--- config.mk ---
export PLATFORM = sky130hd
export DESIGN_NAME = uart_cmd_parser
export DESIGN_NICKNAME = d
export VERILOG_FILES = /design/src/rtl/uart_cmd_parser.sv
export SDC_FILE = /design/constraint.sdc
export NUM_CORES = 1
export LEC_CHECK = 0
export CAP_MARGIN = 20
export CORE_MARGIN = 3
export CORE_UTILIZATION = 39
export CTS_CLUSTER_DIAMETER = 200
export DETAILED_ROUTE_END_ITERATION = 10
export SETUP_SLACK_MARGIN = 0.4
export SYNTH_ARGS = -nofsm -noshare
export SYNTH_HDL_FRONTEND = slang
export SYNTH_SLANG_ARGS = --single-unit
--- constraint.sdc ---
create_clock -name clk_i -period 12.95 [get_ports clk_i]
set_clock_uncertainty 0.05 [all_clocks]
set_input_delay 2.59 -clock clk_i [delete_from_list [all_inputs] [get_ports clk_i]]
set_output_delay 2.59 -clock clk_i [all_outputs]
set_load 0.01 [all_outputs]
--- src/rtl/uart_cmd_parser.sv ---
// rtl/uart_cmd_parser.sv - parses ALU command packets from a UART byte stream
// into an opcode pulse plus a 32-bit operand stream; illegal packets are drained.
module uart_cmd_parser #(
  parameter int          DATA_WIDTH = 8,
  parameter int          WORD_WIDTH = 32,
  parameter logic [15:0] MAX_LEN    = 16'd1024,
  parameter logic [7:0]  OP_ADD     = 8'h10,
  parameter logic [7:0]  OP_MUL     = 8'h11,
  parameter logic [7:0]  OP_DIV     = 8'h12
) (
  input  logic                  clk_i,
  input  logic                  reset_i,
  input  logic [DATA_WIDTH-1:0] s_axis_tdata,
  input  logic                  s_axis_tvalid,
  output logic                  s_axis_tready,
  output logic [7:0]            cmd_opcode_o,
  output logic                  cmd_valid_o,
  output logic [WORD_WIDTH-1:0] m_axis_tdata,
  output logic                  m_axis_tvalid,
  input  logic                  m_axis_tready,
  output logic                  m_axis_tlast,
  output logic                  pkt_error_o
);

  typedef enum logic [2:0] {
    ST_OPCODE, ST_RSVD, ST_LEN_LO, ST_LEN_HI, ST_DATA, ST_DRAIN
  } state_t;

  state_t                         state_q, state_d;
  logic [7:0]                     opcode_q, opcode_d;
  logic [7:0]                     len_lo_q, len_lo_d;
  logic [15:0]                    remaining_q, remaining_d;
  logic [1:0]                     byte_cnt_q, byte_cnt_d;
  logic [WORD_WIDTH-DATA_WIDTH-1:0] word_q, word_d;
  logic [7:0]                     cmd_opcode_q, cmd_opcode_d;
  logic                           cmd_valid_q, cmd_valid_d;
  logic                           pkt_error_q, pkt_error_d;
  logic [WORD_WIDTH-1:0]          m_tdata_q, m_tdata_d;
  logic                           m_tvalid_q, m_tvalid_d;
  logic                           m_tlast_q, m_tlast_d;

  logic        ready_c;
  logic        accept_c;
  logic        legal_c;
  logic        last_pending_c;
  logic [15:0] len_c;

  assign len_c   = {s_axis_tdata[7:0], len_lo_q};
  assign legal_c = ((opcode_q == OP_ADD) || (opcode_q == OP_MUL) || (opcode_q == OP_DIV)) &&
                   (len_c >= 16'd8) && (len_c <= MAX_LEN) && (len_c[1:0] == 2'b00);
  // A tlast word still waiting for the ALU blocks the next header from completing.
  assign last_pending_c = m_tvalid_q & m_tlast_q & ~m_axis_tready;

  always_comb begin
    state_d      = state_q;
    opcode_d     = opcode_q;
    len_lo_d     = len_lo_q;
    remaining_d  = remaining_q;
    byte_cnt_d   = byte_cnt_q;
    word_d       = word_q;
    cmd_opcode_d = cmd_opcode_q;
    cmd_valid_d  = 1'b0;
    pkt_error_d  = 1'b0;
    m_tdata_d    = m_tdata_q;
    m_tvalid_d   = m_tvalid_q;
    m_tlast_d    = m_tlast_q;
    ready_c      = 1'b0;

    case (state_q)
      ST_LEN_HI: ready_c = ~last_pending_c;
      ST_DATA:   ready_c = ~m_tvalid_q | m_axis_tready;
      default:   ready_c = 1'b1;
    endcase
    accept_c = s_axis_tvalid & ready_c;

    if (m_tvalid_q && m_axis_tready) m_tvalid_d = 1'b0;

    if (accept_c) begin
      case (state_q)
        ST_OPCODE: begin
          opcode_d = s_axis_tdata[7:0];
          state_d  = ST_RSVD;
        end
        ST_RSVD:   state_d = ST_LEN_LO;
        ST_LEN_LO: begin
          len_lo_d = s_axis_tdata[7:0];
          state_d  = ST_LEN_HI;
        end
        ST_LEN_HI: begin
          byte_cnt_d  = 2'd0;
          remaining_d = (len_c > 16'd4) ? (len_c - 16'd4) : 16'd0;
          if (legal_c) begin
            cmd_opcode_d = opcode_q;
            cmd_valid_d  = 1'b1;
            state_d      = ST_DATA;
          end else begin
            pkt_error_d = 1'b1;
            state_d     = (len_c <= 16'd4) ? ST_OPCODE : ST_DRAIN;
          end
        end
        ST_DATA: begin
          word_d      = {s_axis_tdata, word_q[WORD_WIDTH-DATA_WIDTH-1:DATA_WIDTH]};
          byte_cnt_d  = byte_cnt_q + 2'd1;
          remaining_d = remaining_q - 16'd1;
          if (byte_cnt_q == 2'd3) begin
            m_tdata_d  = {s_axis_tdata, word_q};
            m_tvalid_d = 1'b1;
            // remaining counts this byte, so 1 here means the word began with 4 left
            m_tlast_d  = (remaining_q == 16'd1);
          end
          if (remaining_q == 16'd1) state_d = ST_OPCODE;
        end
        ST_DRAIN: begin
          remaining_d = remaining_q - 16'd1;
          if (remaining_q == 16'd1) state_d = ST_OPCODE;
        end
        default: state_d = ST_OPCODE;
      endcase
    end
  end

  always_ff @(posedge clk_i or posedge reset_i) begin
    if (reset_i) begin
      state_q      <= ST_OPCODE;
      opcode_q     <= '0;
      len_lo_q     <= '0;
      remaining_q  <= '0;
      byte_cnt_q   <= '0;
      word_q       <= '0;
      cmd_opcode_q <= '0;
      cmd_valid_q  <= 1'b0;
      pkt_error_q  <= 1'b0;
      m_tdata_q    <= '0;
      m_tvalid_q   <= 1'b0;
      m_tlast_q    <= 1'b0;
    end else begin
      state_q      <= state_d;
      opcode_q     <= opcode_d;
      len_lo_q     <= len_lo_d;
      remaining_q  <= remaining_d;
      byte_cnt_q   <= byte_cnt_d;
      word_q       <= word_d;
      cmd_opcode_q <= cmd_opcode_d;
      cmd_valid_q  <= cmd_valid_d;
      pkt_error_q  <= pkt_error_d;
      m_tdata_q    <= m_tdata_d;
      m_tvalid_q   <= m_tvalid_d;
      m_tlast_q    <= m_tlast_d;
    end
  end

  assign s_axis_tready = ready_c & ~reset_i;
  assign cmd_opcode_o  = cmd_opcode_q;
  assign cmd_valid_o   = cmd_valid_q;
  assign pkt_error_o   = pkt_error_q;
  assign m_axis_tdata  = m_tdata_q;
  assign m_axis_tvalid = m_tvalid_q;
  assign m_axis_tlast  = m_tlast_q;

endmodule

==> summary.json <==
{
  "cells_and_area": {
    "finish.instance_area_um2": 5820,
    "layout_commonest_cell": "sky130_fd_sc_hd__dfrtp_1",
    "layout.cells.most_common_list": "sky130_fd_sc_hd__dfrtp_1, sky130_fd_sc_hd__nand2_1, sky130_fd_sc_hd__mux2_2, sky130_fd_sc_hd__clkdlybuf4s50_1, sky130_fd_sc_hd__nor2_1",
    "num-fill-cells": 1107,
    "layout-drive-gt1-share_pct": 20.1,
    "areaGrowthSynthToFinish_pct": 20.1,
    "number_of_nets_in_the_final_layout": 491,
    "insertedDiodeCount": 0
  },
  "placement": {
    "place.gp.congestion": 0.831,
    "place.detailed.hpwl_um": 6960,
    "placement.cell_area_um2": 5480,
    "io_buffer_count": 56
  },
  "yosys": {
    "synth_fp_nets": 445,
    "post_synth_inst_count": 427,
    "number_of_synthesized_register_bits": 105,
    "synthDominantAreaCellType": "sky130_fd_sc_hd__dfrtp_1",
    "synth-warning-count": 0,
    "seq_area_frac_synth_pct": 54.2,
    "netlist-cell-type-count": 58,
    "synthTopCellsByArea": "sky130_fd_sc_hd__dfrtp_1, sky130_fd_sc_hd__mux2_2, sky130_fd_sc_hd__nand2_1",
    "synth.avg_cell_area_um2": 11.4,
    "synth_edf_count": 0,
    "synth.cell_area_um2": 4850,
    "synth-main-ff-cell": "sky130_fd_sc_hd__dfrtp_1",
    "post-synth-top-area-fraction_pct": 54.2,
    "postSynth.asyncResetShare_pct": 100
  },
  "power_and_ir_drop": {
    "cellPowerDensity_nw_per_um2": 209,
    "peakVddDrop_v": 0.0000827,
    "p_leak_nw": 2.60
  },
  "clocking": {
    "number_of_buffers_created_by_cts": 9,
    "cts.clk_slew.worst_paths_ps": 60,
    "number_of_hold_buffers_added_after_cts": 0,
    "insertion_delay_ps": 350,
    "clkSinkCount": 105,
    "cts.repair_timing.setup_buffer_count": 0,
    "tritoncts": "yes",
    "root_buffer": "sky130_fd_sc_hd__clkbuf_16",
    "ctsLongestPathBuffers": 2,
    "cts_resized": 0,
    "h-tree-depth": 3
  },
  "global_route": {
    "grt.total_usage_pct": 15.8,
    "grt_pass1_vias": 3526,
    "grt_max_degree": 70,
    "final_global_route_overflow_total": 0,
    "wire_length_of_the_first_global_routing_pass_um": 17800,
    "antenna_found_initial": 0
  },
  "worst_setup_path": {
    "r2r-start": "state_q[0]",
    "crit_path_max_fanout": 38,
    "rrSetupSlack_ps": 9990,
    "reg2regPathDepth": 6,
    "cp-start-kind": "primary input",
    "critPathLaunch": "reset_i",
    "timing.critical_path.to_type": "primary output",
    "criticalPathCategory": "in -> out",
    "worst_setup_path_endpoint": "s_axis_tready",
    "rr_endpoint": "m_axis_tdata[24]",
    "worst-endpoint-arrival_ps": 4210,
    "worst_ep_required_time_ps": 10310
  },
  "die": {
    "io-pin-count": 57,
    "fp.coreArea_um2": 12100,
    "rows": 40,
    "initial_core_util_pct": 40.2,
    "die_w_um": 118,
    "fp.dieH_um": 118,
    "dieArea_um2": 13800
  },
  "sta": {
    "timing.slew.headroom_pct": 27.3,
    "min_period_ps": 6850,
    "worstMarginPinSlew_ps": 1080,
    "hold_slack_ps": 419,
    "rsz0062_at_grt": "no",
    "maxClockFrequency_ghz": 0.146,
    "finalHoldViolations": 0,
    "post-route-period-util_pct": 52.9,
    "final_max_tran_viols": 0,
    "report.final.setup_viol": 0,
    "totalNegativeSetupSlack_ps": 0
  },
  "detailed_routing": {
    "detail_route.iter0.violations": 152,
    "routed_wire_length_per_instance_um": 16.0,
    "detail_route.drc_violations": 0,
    "wirelength_um": 10300,
    "vias": 3348,
    "antenna_left": 0,
    "via_per_inst": 5.19,
    "drt-pass1-iter-count": 4
  },
  "status": {
    "run_status": "complete, no violations"
  },
  "hold_path": {
    "timing.hold.worst.class": "reg -> reg"
  },
  "job": {
    "cap_viol_max_count": 0
  }
}
synthesized netlist by cell type (6+ instances only):
cell / count
sky130_fd_sc_hd__a21oi_1: 11
sky130_fd_sc_hd__buf_6: 7
sky130_fd_sc_hd__clkbuf_1: 9
sky130_fd_sc_hd__dfrtp_1: 105
sky130_fd_sc_hd__ha_1: 6
sky130_fd_sc_hd__inv_1: 8
sky130_fd_sc_hd__mux2_2: 57
sky130_fd_sc_hd__nand2_1: 62
sky130_fd_sc_hd__nand3_1: 9
sky130_fd_sc_hd__nor2_1: 29
sky130_fd_sc_hd__nor2b_1: 7
sky130_fd_sc_hd__nor3_1: 10
sky130_fd_sc_hd__o21ai_0: 20
sky130_fd_sc_hd__xnor2_1: 7
kinds of logic (layout without fill, tap and decap cells):
logic type      after synthesis  count (layout)  share of synthesized area (%)
mux                          59              59                           13.6
buf+inv                      32              82                           3.95
simple gates                157             157                           16.8
flops                       105             105                           54.2
fa+ha+maj                     6               6                           1.55
compound gates               58              58                           8.05
xor+xnor                     10              10                           1.81
report_power, final:
group	total [mW]	leakage, nW	switching, mW	internal [mW]
logic	0.365	1.06	0.179	0.187
registers	0.544	1.37	0.101	0.442
clock network	0.310	0.168	0.121	0.190
total	1.22	2.60	0.401	0.819
metrics by stage:
| stage | setup WS (ps) | power [mW] | util (%) | cells |
|---|---|---|---|---|
| 6_report | 6100 | 1.22 | 48.3 | 645 |
| 5_1_grt | 5980 | 1.31 | 48.3 | 645 |
| 4_1_cts | 6060 | 1.23 | 48.2 | 644 |
| 3_5_place_dp | 6060 | 0.914 | 45.4 | 629 |
| 3_3_place_gp | 6070 | 0.902 | 45.4 | 629 |
| 2_1_floorplan | 4960 | 0.791 | - | 427 |
registers in the layout, summed over array words and instances, names as in the netlist:
signal / cells
m_axis_tlast: 1
word_q: 24
m_axis_tvalid: 1
state_q: 3
remaining_q: 16
pkt_error_o: 1
cmd_valid_o: 1
len_lo_q: 8
opcode_q: 8
m_axis_tdata: 32
byte_cnt_q: 2
cmd_opcode_o: 8
layer usage:
metal  part of all wire, %  vias to the layer above  track usage (%)
met5                     0                        -                0
met2                    47                       70             24.3
met4                   2.2                        0             7.40
li1                      -                     1585                -
met3                   3.8                       14             2.79
met1                    47                     1679             21.9
worst min path at each step:
stage	start	end	slack (ps)	cells past startpoint
floorplan	word_q[0]	word_q[0]	390	2
global placement	cmd_opcode_o[4]	cmd_opcode_o[4]	400	1
detailed placement	cmd_opcode_o[4]	cmd_opcode_o[4]	410	1
CTS	cmd_opcode_o[4]	cmd_opcode_o[4]	420	1
global route	cmd_opcode_o[4]	cmd_opcode_o[4]	430	1
finish	cmd_opcode_o[4]	cmd_opcode_o[4]	420	1
worst max-delay path, stage by stage:
cell,delay (ps)
sky130_fd_sc_hd__clkdlybuf4s50_1,450
sky130_fd_sc_hd__inv_4,350
sky130_fd_sc_hd__o221a_2,280
sky130_fd_sc_hd__clkdlybuf4s50_1,530
cell type report:
type	instances	area [um2]	area share (%)
Sequential cell	105	2630	45.1
Clock buffer	9	225	3.87
Tap cell	168	210	3.61
Inverter	8	32.5	0.559
Timing Repair Buffer	59	583	10.0
Clock inverter	6	115	1.98
Multi-Input combinational cell	290	2030	34.9
No activity file was read; power rests on OpenSTA's default activity.
